--- src/rtl/svm_pkg.sv ---
// Shared types and helpers for the squared-distance engine: accumulator sizing,
// FSM state encoding and unsigned saturation.
package svm_pkg;

  typedef enum logic [1:0] {IDLE, ACCUM, DRAIN, OUT} state_e;

  // Beats between final-beat accept and the accumulator holding the full sum.
  localparam int DRAIN_CYC = 4;

  function automatic int clog2(input int v);
    int r;
    r = 0;
    while ((1 << r) < v) r++;
    return r;
  endfunction

  // Enough headroom for MAX_DIM full-scale squares without wrap.
  function automatic int acc_w(input int feat_w, input int max_dim);
    return 2 * feat_w + clog2(max_dim);
  endfunction

  function automatic logic [63:0] sat_u(input logic [63:0] v, input int unsigned w);
    logic [63:0] lim;
    lim = (w >= 64) ? {64{1'b1}} : ((64'd1 << w) - 64'd1);
    return (v > lim) ? lim : v;
  endfunction

endpackage

--- src/rtl/svm_sqdist_engine_if.sv ---
// Feature-pair input stream and distance output stream of the engine.
interface svm_sqdist_engine_if #(
  parameter int LANES  = 4,
  parameter int FEAT_W = 16,
  parameter int DIST_W = 32
);
  logic                      in_valid;
  logic                      in_ready;
  logic [LANES*FEAT_W-1:0]   in_x;
  logic [LANES*FEAT_W-1:0]   in_z;
  logic                      out_valid;
  logic                      out_ready;
  logic [DIST_W-1:0]         out_dist;
  logic [15:0]               out_idx;

  modport master (
    output in_valid, in_x, in_z, out_ready,
    input  in_ready, out_valid, out_dist, out_idx
  );

  modport slave (
    input  in_valid, in_x, in_z, out_ready,
    output in_ready, out_valid, out_dist, out_idx
  );
endinterface

--- src/rtl/svm_sqdiff_lane.sv ---
// One feature lane: registered |x-z| then registered square. Invalid or masked
// beats produce zero so the adder tree needs no per-lane gating.
module svm_sqdiff_lane #(
  parameter int FEAT_W = 16
) (
  input  logic                  clk_svm,
  input  logic                  rst,
  input  logic                  valid_i,
  input  logic                  mask_i,
  input  logic [FEAT_W-1:0]     x_i,
  input  logic [FEAT_W-1:0]     z_i,
  output logic [2*FEAT_W-1:0]   sq_o
);
  localparam int SQ_W = 2 * FEAT_W;

  logic [FEAT_W-1:0] d_q, d_d;
  logic [SQ_W-1:0]   sq_q;

  always_comb begin
    d_d = '0;
    if (valid_i && !mask_i)
      d_d = (x_i >= z_i) ? (x_i - z_i) : (z_i - x_i);
  end

  always_ff @(posedge clk_svm) begin
    if (rst) begin
      d_q  <= '0;
      sq_q <= '0;
    end else begin
      d_q  <= d_d;
      sq_q <= SQ_W'(d_q) * SQ_W'(d_q);
    end
  end

  assign sq_o = sq_q;
endmodule

--- src/rtl/svm_sqdist_engine.sv ---
// Streaming squared-Euclidean-distance engine: LANES feature pairs per beat, one
// saturated distance per vector. Optional SVM_GAMMA_SHIFT_EN applies acc >> cfg_shift.
module svm_sqdist_engine
  import svm_pkg::*;
#(
  parameter int LANES   = 4,
  parameter int FEAT_W  = 16,
  parameter int MAX_DIM = 1024,
  parameter int DIST_W  = 32
) (
  input  logic                 clk_svm,
  input  logic                 rst,
  input  logic                 start,
  input  logic [15:0]          cfg_num_dim,
  input  logic [15:0]          cfg_num_samples,
  input  logic [4:0]           cfg_shift,
  svm_sqdist_engine_if.slave   io,
  output logic                 busy,
  output logic                 done
);
  localparam int ACC_W  = acc_w(FEAT_W, MAX_DIM);
  localparam int STAGES = 2;

  state_e                          state_q;
  logic [15:0]                     nbeats_q, rem_q, beat_cnt_q, idx_q, nsamp_q;
  logic [15:0]                     nbeats_d, rem_d;
  logic [1:0]                      drain_cnt_q;
  logic                            in_ready_q, out_valid_q, busy_q, done_q;
  logic [DIST_W-1:0]               out_dist_q;
  logic [STAGES:0]                 vld_pipe;
  logic [ACC_W-1:0]                acc_q, tree_q, tree_d, acc_sh;

  logic [LANES-1:0][FEAT_W-1:0]    x_arr, z_arr;
  logic [LANES-1:0][2*FEAT_W-1:0]  sq;
  logic [LANES-1:0]                lane_mask;
  logic                            fire, last_beat, cfg_ok, out_hs;

  assign x_arr     = io.in_x;
  assign z_arr     = io.in_z;
  assign fire      = io.in_valid && in_ready_q;
  assign last_beat = (beat_cnt_q == nbeats_q - 16'd1);
  assign out_hs    = (state_q == OUT) && io.out_ready;
  assign cfg_ok    = (cfg_num_dim != '0) && (cfg_num_samples != '0) &&
                     (cfg_num_dim <= 16'(MAX_DIM));
  assign nbeats_d  = 16'((17'(cfg_num_dim) + 17'(LANES - 1)) / 17'(LANES));
  assign rem_d     = 16'(cfg_num_dim % 16'(LANES));

  // Lanes beyond the vector length on the final beat carry don't-care data.
  for (genvar l = 0; l < LANES; l++) begin : g_lane
    assign lane_mask[l] = last_beat && (rem_q != '0) && (16'(l) >= rem_q);

    svm_sqdiff_lane #(.FEAT_W(FEAT_W)) u_lane (
      .clk_svm (clk_svm),
      .rst     (rst),
      .valid_i (fire),
      .mask_i  (lane_mask[l]),
      .x_i     (x_arr[l]),
      .z_i     (z_arr[l]),
      .sq_o    (sq[l])
    );
  end

  always_comb begin
    tree_d = '0;
    for (int l = 0; l < LANES; l++)
      tree_d = tree_d + ACC_W'(sq[l]);
  end

`ifdef SVM_GAMMA_SHIFT_EN
  logic [4:0] shift_q;
  always_ff @(posedge clk_svm) begin
    if (rst)
      shift_q <= '0;
    else if (state_q == IDLE && start && cfg_ok)
      shift_q <= cfg_shift;
  end
  assign acc_sh = acc_q >> shift_q;
`else
  logic cfg_shift_unused;
  assign cfg_shift_unused = ^cfg_shift;
  assign acc_sh = acc_q;
`endif

  // Datapath: vld_pipe tracks a beat through diff, square and tree stages.
  always_ff @(posedge clk_svm) begin
    if (rst) begin
      vld_pipe <= '0;
      tree_q   <= '0;
      acc_q    <= '0;
    end else begin
      vld_pipe <= {vld_pipe[STAGES-1:0], fire};
      tree_q   <= tree_d;
      if (out_hs)
        acc_q <= '0;
      else if (vld_pipe[STAGES])
        acc_q <= acc_q + tree_q;
    end
  end

  always_ff @(posedge clk_svm) begin
    if (rst) begin
      state_q     <= IDLE;
      nbeats_q    <= '0;
      rem_q       <= '0;
      beat_cnt_q  <= '0;
      idx_q       <= '0;
      nsamp_q     <= '0;
      drain_cnt_q <= '0;
      in_ready_q  <= 1'b0;
      out_valid_q <= 1'b0;
      out_dist_q  <= '0;
      busy_q      <= 1'b0;
      done_q      <= 1'b0;
    end else begin
      done_q <= 1'b0;
      case (state_q)
        IDLE: begin
          if (start && cfg_ok) begin
            nbeats_q   <= nbeats_d;
            rem_q      <= rem_d;
            nsamp_q    <= cfg_num_samples;
            beat_cnt_q <= '0;
            idx_q      <= '0;
            busy_q     <= 1'b1;
            in_ready_q <= 1'b1;
            state_q    <= ACCUM;
          end
        end
        ACCUM: begin
          if (fire) begin
            if (last_beat) begin
              beat_cnt_q  <= '0;
              drain_cnt_q <= '0;
              in_ready_q  <= 1'b0;
              state_q     <= DRAIN;
            end else begin
              beat_cnt_q <= beat_cnt_q + 16'd1;
            end
          end
        end
        DRAIN: begin
          drain_cnt_q <= drain_cnt_q + 2'd1;
          if (drain_cnt_q == 2'(DRAIN_CYC - 1)) begin
            out_dist_q  <= DIST_W'(sat_u(64'(acc_sh), DIST_W));
            out_valid_q <= 1'b1;
            state_q     <= OUT;
          end
        end
        OUT: begin
          if (io.out_ready) begin
            out_valid_q <= 1'b0;
            if (idx_q == nsamp_q - 16'd1) begin
              busy_q  <= 1'b0;
              done_q  <= 1'b1;
              state_q <= IDLE;
            end else begin
              idx_q      <= idx_q + 16'd1;
              in_ready_q <= 1'b1;
              state_q    <= ACCUM;
            end
          end
        end
        default: state_q <= IDLE;
      endcase
    end
  end

  assign io.in_ready  = in_ready_q;
  assign io.out_valid = out_valid_q;
  assign io.out_dist  = out_dist_q;
  assign io.out_idx   = idx_q;
  assign busy         = busy_q;
  assign done         = done_q;
endmodule

--- src/flat_wrapper.sv ---
// flat-port wrapper written by rule: the top's interface ports become plain ports
module svm_sqdist_engine_flat import svm_pkg::*;
#(
  parameter int LANES   = 4,
  parameter int FEAT_W  = 16,
  parameter int MAX_DIM = 1024,
  parameter int DIST_W  = 32
)
  (clk_svm, rst, start, cfg_num_dim, cfg_num_samples, cfg_shift, busy, done, io_in_valid, io_in_x, io_in_z, io_out_ready, io_in_ready, io_out_valid, io_out_dist, io_out_idx);
  svm_sqdist_engine_if #(.LANES(LANES), .FEAT_W(FEAT_W), .DIST_W(DIST_W)) io_i ();
  input  logic clk_svm;
  input  logic rst;
  input  logic start;
  input  logic [15:0] cfg_num_dim;
  input  logic [15:0] cfg_num_samples;
  input  logic [4:0] cfg_shift;
  output logic busy;
  output logic done;
  input wire logic [$bits(io_i.in_valid)-1:0] io_in_valid;
  input wire logic [$bits(io_i.in_x)-1:0] io_in_x;
  input wire logic [$bits(io_i.in_z)-1:0] io_in_z;
  input wire logic [$bits(io_i.out_ready)-1:0] io_out_ready;
  output wire logic [$bits(io_i.in_ready)-1:0] io_in_ready;
  output wire logic [$bits(io_i.out_valid)-1:0] io_out_valid;
  output wire logic [$bits(io_i.out_dist)-1:0] io_out_dist;
  output wire logic [$bits(io_i.out_idx)-1:0] io_out_idx;
  assign io_i.in_valid = io_in_valid;
  assign io_i.in_x = io_in_x;
  assign io_i.in_z = io_in_z;
  assign io_i.out_ready = io_out_ready;
  assign io_in_ready = io_i.in_ready;
  assign io_out_valid = io_i.out_valid;
  assign io_out_dist = io_i.out_dist;
  assign io_out_idx = io_i.out_idx;
  svm_sqdist_engine #(.LANES(LANES), .FEAT_W(FEAT_W), .MAX_DIM(MAX_DIM), .DIST_W(DIST_W)) u_core (.clk_svm(clk_svm), .rst(rst), .start(start), .cfg_num_dim(cfg_num_dim), .cfg_num_samples(cfg_num_samples), .cfg_shift(cfg_shift), .io(io_i), .busy(busy), .done(done));
endmodule
--- config.mk ---
export PLATFORM = sky130hd
export DESIGN_NAME = svm_sqdist_engine_flat
export DESIGN_NICKNAME = d
export VERILOG_FILES = /design/src/rtl/svm_pkg.sv /design/src/rtl/svm_sqdist_engine_if.sv /design/src/rtl/svm_sqdiff_lane.sv /design/src/rtl/svm_sqdist_engine.sv /design/src/flat_wrapper.sv
export SDC_FILE = /design/constraint.sdc
export NUM_CORES = 2
export LEC_CHECK = 0
export CAP_MARGIN = 10
export CORE_ASPECT_RATIO = 1.5
export CORE_MARGIN = 2
export CORE_UTILIZATION = 45
export CTS_CLUSTER_SIZE = 14
export DETAILED_ROUTE_END_ITERATION = 10
export DONT_BUFFER_PORTS = 1
export MAX_ROUTING_LAYER = met4
export PLACE_DENSITY_LB_ADDON = 0.15
export SLEW_MARGIN = 0
export SYNTH_ARGS = -nofsm -noshare
export SYNTH_HDL_FRONTEND = slang
export SYNTH_SLANG_ARGS = --single-unit
--- constraint.sdc ---
create_clock -name clk_svm -period 14.7 [get_ports clk_svm]
set_input_delay 2.205 -clock clk_svm [delete_from_list [all_inputs] [get_ports clk_svm]]
set_output_delay 2.205 -clock clk_svm [all_outputs]
set_load 0.03 [all_outputs]
## Word level (Yosys, flattened, before mapping)

Cells that the tools add are included.

| storage, ports and cells | value |
|---|---|
| flip-flop bits (word level) | 384 |
| output and inout bits | 52 |
| word-level logic and storage cells | 151 |

| operators by class | value |
|---|---|
| add/subtract/negate cells | 18 |
| multiply operators | 4 |
| order comparisons | 10 |
| eq/ne operators | 13 |
| multiplexer cells | 35 |
| bitwise operators | 6 |
| reductions and logical operators | 42 |

Operator list:

| cell | count |
|---|---|
| 16-bit two-way mux | 9 |
| 16-bit by 16-bit multiplier with 32-bit output | 4 |
| 16-bit subtractor | 8 |
| 42-bit by 32-bit adder with 42-bit output | 2 |
| 16-bit >= comparator | 4 |
| 16-bit case mux with 2 select lines | 2 |
| 16-bit nonzero test | 3 |
| 42-bit adder | 1 |
| 42-bit by 32-bit > comparator with 1-bit output, second input constant | 1 |
| 32-bit by 32-bit adder with 33-bit output | 1 |
| 16-bit by 1-bit adder with 16-bit output, second input constant | 2 |
| 16-bit == test | 2 |
| 32-bit two-way mux | 1 |
| 16-bit by 2-bit adder with 17-bit output, second input constant | 1 |
| 16-bit by 11-bit <= comparator with 1-bit output, second input constant | 1 |
| 15-bit by 1-bit subtractor with 16-bit output, second input constant | 1 |
| 16-bit by 1-bit subtractor with 16-bit output, second input constant | 1 |
| 1-bit logical AND | 14 |
| 2-bit two-way mux | 7 |
| 1-bit two-way mux | 11 |
| 2-bit OR reduction | 5 |
| 3-bit AND reduction | 3 |
| 2-bit != test, second input constant | 4 |
| 2-bit case mux with 4 select lines | 1 |
| other kinds (19) | 39 |

## Depth between registers and ports, before layout

| logic depth | value |
|---|---|
| depth in word-level cells | 8 |
| depth in mapped cells | 26 |

## Cells and area by module

Synthesis repeated with hierarchy kept, for this count alone.

| unflattened totals | value |
|---|---|
| cell total of the unflattened synthesis | 6605 |
| area total of the unflattened synthesis | 54875.1 sq um |

Modules (own cells, without submodules):

| module | times used | cells each | area each (sq um) | seq. area each (sq um) |
|---|---|---|---|---|
| svm_sqdiff_lane (u_core.g_lane[0].u_lane ...) | 2 | 1214 | 10272.4 | 940.9 |
| svm_sqdist_engine | 1 | 1664 | 13235.2 | 3683.5 |
| svm_sqdiff_lane (u_core.g_lane[3].u_lane) | 1 | 1310 | 10787.8 | 940.9 |
| svm_sqdiff_lane (u_core.g_lane[2].u_lane) | 1 | 1203 | 10307.4 | 940.9 |

## Least setup slack after synthesis

Ideal clock, no wire load.

| timing | value |
|---|---|
| kind | reg-to-reg |
| from | register u_core.g_lane[1].u_lane.d_q[14] |
| to | register u_core.g_lane[1].u_lane.sq_q[31] |
| setup time | 128 ps |
| arrival | 6051 ps |
| data required time | 14572 ps |
| setup slack | 8522 ps |
| stages on the path, launching flop included | 24 |
| path buffers | 3 |
| cell sequence | dfxtp_1 -> clkbuf_1 -> clkbuf_1 -> nand2_1 -> fa_1 -> fa_1 -> inv_1 -> fa_1 -> fa_1 -> fa_1 -> inv_1 -> fa_1 -> inv_1 -> ha_1 -> clkbuf_1 -> a21o_1 -> a21o_1 -> a21oi_1 -> o21ai_0 -> o41ai_1 -> o31ai_1 -> o31a_1 -> xnor2_1 -> nor2_1 |

| on the way | value |
|---|---|
| cells in the longest elaborated chain, start to end | 1 |

RTL lines:

| item | line | RTL |
|---|---|---|
| start: declaration | svm_sqdiff_lane.sv:16 | `logic [FEAT_W-1:0] d_q, d_d;` |
| start signal: assignment | svm_sqdiff_lane.sv:27 | `d_q <= '0;` |
| start signal: assignment | svm_sqdiff_lane.sv:30 | `d_q <= d_d;` |
| 16-bit by 16-bit multiplier with 32-bit output | svm_sqdiff_lane.sv:31 | `sq_q <= SQ_W'(d_q) * SQ_W'(d_q);` |
| end signal: assignment | svm_sqdiff_lane.sv:31 |  |
| end: declaration | svm_sqdiff_lane.sv:17 | `logic [SQ_W-1:0] sq_q;` |

No other way between the ends.
A chain may end at the register's enable or synchronous reset.

## Worst setup path in the final report

| timing | value |
|---|---|
| from | register u_core.g_lane[0].u_lane.d_q[4] |
| to | register u_core.g_lane[0].u_lane.sq_q[29] |

| on the way | value |
|---|---|
| cells in the longest elaborated chain, start to end | 1 |

RTL lines:

| item | line |
|---|---|
| start: declaration | svm_sqdiff_lane.sv:16 |
| start signal: assignment | svm_sqdiff_lane.sv:27 |
| start signal: assignment | svm_sqdiff_lane.sv:30 |
| 16-bit by 16-bit multiplier with 32-bit output | svm_sqdiff_lane.sv:31 |
| end signal: assignment | svm_sqdiff_lane.sv:31 |
| end: declaration | svm_sqdiff_lane.sv:17 |

No other way between the ends.

==> flow_summary.yaml <==
run_status:
  outcome: "complete, no violations"
critical_path:
  worst_ep_arrival_time_ns: 7.62
  worstPathRequired_ns: 15.20
  reg2reg_depth: 23
  r2r_slack_ns: 7.58
  critPathMaxFanout: 18
  cp-end-kind: "register"
  start_kind: "register"
  rr_startpoint: "u_core.g_lane[0].u_lane.d_q[4]$_SDFF_PP0_"
  criticalPathCategory: "register to register"
  reg2reg_to: "u_core.g_lane[0].u_lane.sq_o[29]$_SDFF_PP0_"
timing:
  max_freq_mhz: 140.4
  period_needed_ns: 7.123
  setup_viol: 0
  setup_tns_ns: 0
  hold_viol_final: 0
  drv_slew: 0
  relSlewSlack: 0.2959
  timing.final.crit_share: 0.4846
  finClkSkew_ns: 0.01765
  max_slew.worst_pin.slew_ns: 1.056
  grt_setup_unrepaired: "no"
global_route:
  grt_overflow_total: 0
  first_global_vias: 41227
  grt_pass1_wl_um: 206400
  grtUsageTotal: 0.2200
  antenna_found_initial: 0
  grt_max_degree: 212
detailed_routing:
  vias: 38939
  drt_iter0_drc: 1526
  drtAntennaViolNets: 0
  first_pass_iters: 5
  route.detailed.drc: 0
  via_per_inst: 5.155
  wire_per_inst_um: 16.48
  drt_wl_total_um: 124500
clocking:
  clk_path_buf_depth: 3
  clock_latency_ns: 0.61
  post_cts_buffers: 0
  hold_buffers: 0
  cts_buffers: 44
  post_cts_resized: 0
  htreeDepth: 2
  cts.clk_slew.worst_paths_ns: 0.06
  clockRootBuffer: "clkbuf_16"
  cts_tree: "yes"
  cts_sinks: 372
finish:
  n_fill_cell: 11408
  area_delta_synth_final_pct: 5.642
  fin_nets: 7454
  final_common_cell: "inv_1"
  drive_above_1_share: 0.03599
  final_cell_mix: "1292 x inv_1, 692 x fa_1, 626 x ha_1"
floorplan:
  rows: 153
  io-pin-count: 222
  die_area_um2: 119200
  start_util: 0.4530
  die_x_um: 282.6
  die_h_um: 421.8
  core_area_um2: 115600
logic_synthesis:
  yosys-top-cells-area: "fa_1 26%, ha_1 15%, dfxtp_1 14%, inv_1 9.3%, nand2_1 3.4%"
  synth_top_family_by_area: "adder cells"
  synthAdderAreaFrac: 0.4140
  synth-edff-count: 0
  synth_nets: 7568
  synth_top_area_frac: 0.2645
  syn_inst: 6080
  ys_ff_latch: 372
  synth-simple-area-share: 0.1457
  avgSynthCellArea_um2: 8.615
  synth_compound_area_frac: 0.1191
  synth_ff_type: "dfxtp_1"
  synth_top_area_cell: "fa_1"
  synth_warnings: 0
  ys_types: 93
  synth.yosys.seq_area_share: 0.1422
  synthMuxAreaShare: 0.01954
  yosys.area_share.xor_xnor: 0.05267
  async_reset_ff_frac: 0
  netlist_area_um2: 52380
placement:
  portBuffers: 0
  gp_congestion: 0.9073
  dp_hpwl_um: 102900
min_path:
  holdPathStages: 1
  holdCritPathClass: "register to register"
  hold_end: "u_core.vld_pipe[2]$_SDFF_PP0_"
  hp-start: "u_core.vld_pipe[1]$_SDFF_PP0_"
pwr:
  p_leak_nw: 29.54
  p_total_mw: 2.807
  p_per_area_nw_per_um2: 50.73
  peakVddDrop_uv: 85.91
flow_run:
  maxCapViolations: 0
Yosys cell counts (all sizes together), types with 7 or more instances:
cell	count
a221oi	12
o21a	38
xnor2	179
clkbuf	145
o311ai	7
inv	1293
or3	22
and4	8
and2	215
o31a	9
nor3	59
buf	38
a41o	8
a211oi	37
nor2b	63
a21oi	248
nand2	481
or2	21
a211o	12
nand2b	48
xor2	136
nand3b	17
a31o	11
a2111oi	9
o31ai	19
nor2	426
nor3b	16
mux2	23
fa	692
dfxtp	372
nand3	71
nor4	19
a21o	153
a21boi	10
or4b	8
a31oi	43
o21ai	164
mux2i	76
and3	50
o221a	32
nand4	38
o21bai	33
ha	626
o211ai	19
worst max-delay path by stage:
stage               cells after the start                                           to  slack [ns]                                        from
CTS                                    23  u_core.g_lane[0].u_lane.sq_o[29]$_SDFF_PP0_        7.56   u_core.g_lane[0].u_lane.d_q[4]$_SDFF_PP0_
floorplan                              23  u_core.g_lane[1].u_lane.sq_o[31]$_SDFF_PP0_        8.52  u_core.g_lane[1].u_lane.d_q[14]$_SDFF_PP0_
global route                           23  u_core.g_lane[0].u_lane.sq_o[29]$_SDFF_PP0_        7.18   u_core.g_lane[0].u_lane.d_q[4]$_SDFF_PP0_
detailed placement                     22  u_core.g_lane[1].u_lane.sq_o[31]$_SDFF_PP0_        7.61   u_core.g_lane[1].u_lane.d_q[3]$_SDFF_PP0_
finish                                 23  u_core.g_lane[0].u_lane.sq_o[29]$_SDFF_PP0_        7.58   u_core.g_lane[0].u_lane.d_q[4]$_SDFF_PP0_
global placement                       22  u_core.g_lane[1].u_lane.sq_o[31]$_SDFF_PP0_        7.59   u_core.g_lane[1].u_lane.d_q[3]$_SDFF_PP0_
registers in the layout, indices dropped and copies added (netlist names), 2 cells and up:
signal and flops:
u_core.nsamp_q 16, u_core.io.out_dist 32, u_core.acc_q 42, u_core.rem_q 2
u_core.state_q 2, u_core.io.out_idx 16, u_core.vld_pipe 3, u_core.beat_cnt_q 16
u_core.tree_q 34, u_core.g_lane.u_lane.d_q 64, u_core.drain_cnt_q 2, u_core.nbeats_q 15
u_core.g_lane.u_lane.sq_o 124
logic make-up after synthesis:
| kind of cell | after synthesis |
|---|---|
| XOR/XNOR | 315 |
| adder cells (fa/ha/maj) | 1318 |
| flip-flops | 372 |
| AO/OA/AOI/OAI | 922 |
| AND/OR/NAND/NOR | 1578 |
| buffers and inverters | 1476 |
| multiplexers | 99 |
critical path: stages, from the launching register on:
cell and delay [ns]:
dfxtp_1 0.91, nand2_1 0.21, inv_1 0.12, fa_1 0.41, inv_1 0.07, fa_1 0.41
inv_1 0.09, fa_1 0.44, fa_1 0.52, fa_1 0.51, inv_1 0.05, fa_1 0.51
inv_1 0.06, ha_1 0.35, a21oi_1 0.19, o21ai_0 0.13, a21oi_1 0.16, nor2_1 0.05
a211oi_1 0.53, o21ai_0 0.40, a41oi_1 0.39, o2bb2ai_1 0.21, xor2_1 0.21, nor2_1 0.05
final cells by class:
cell class	count	area (µm²)	share of cell area
Sequential cell	372	7448	0.1346
Inverter	1293	4853	0.08771
Timing Repair Buffer	23	172.7	0.003120
Multi-Input combinational cell	4232	39340	0.7110
Tap cell	1550	1939	0.03505
Clock inverter	29	401.6	0.007258
Antenna cell	1	2.502	0.00004522
Clock buffer	53	1175	0.02123
through the flow:
step                instance area (µm²)  setup slack, ns  hold WS [ns]    util  std cells
finish                            55330            7.577        0.4414  0.4786       7553
global route                      55330            7.179        0.4670  0.4785       7552
CTS                               55330            7.556        0.4456  0.4785       7552
detailed placement                53750            7.612        0.4331  0.4649       7470
global placement                  53750            7.592        0.4283  0.4649       7470
floorplan                         52380            8.522        0.4138       -       6080
per-layer routing:
layer  vias to the layer above  part of all wire  global-route usage
li1                      19137                 -                   -
met5                         -                 0                   -
met4                         0             0.028             0.05961
met2                       562              0.54              0.4071
met1                     19088              0.41              0.2503
met3                       152             0.028             0.01949
report_power, final:
part           switching (mW)  internal, mW
registers              0.0681          1.03
logic                   0.300         0.205
clock network           0.495         0.706
Note: power is estimated with default switching activity, not from simulation.
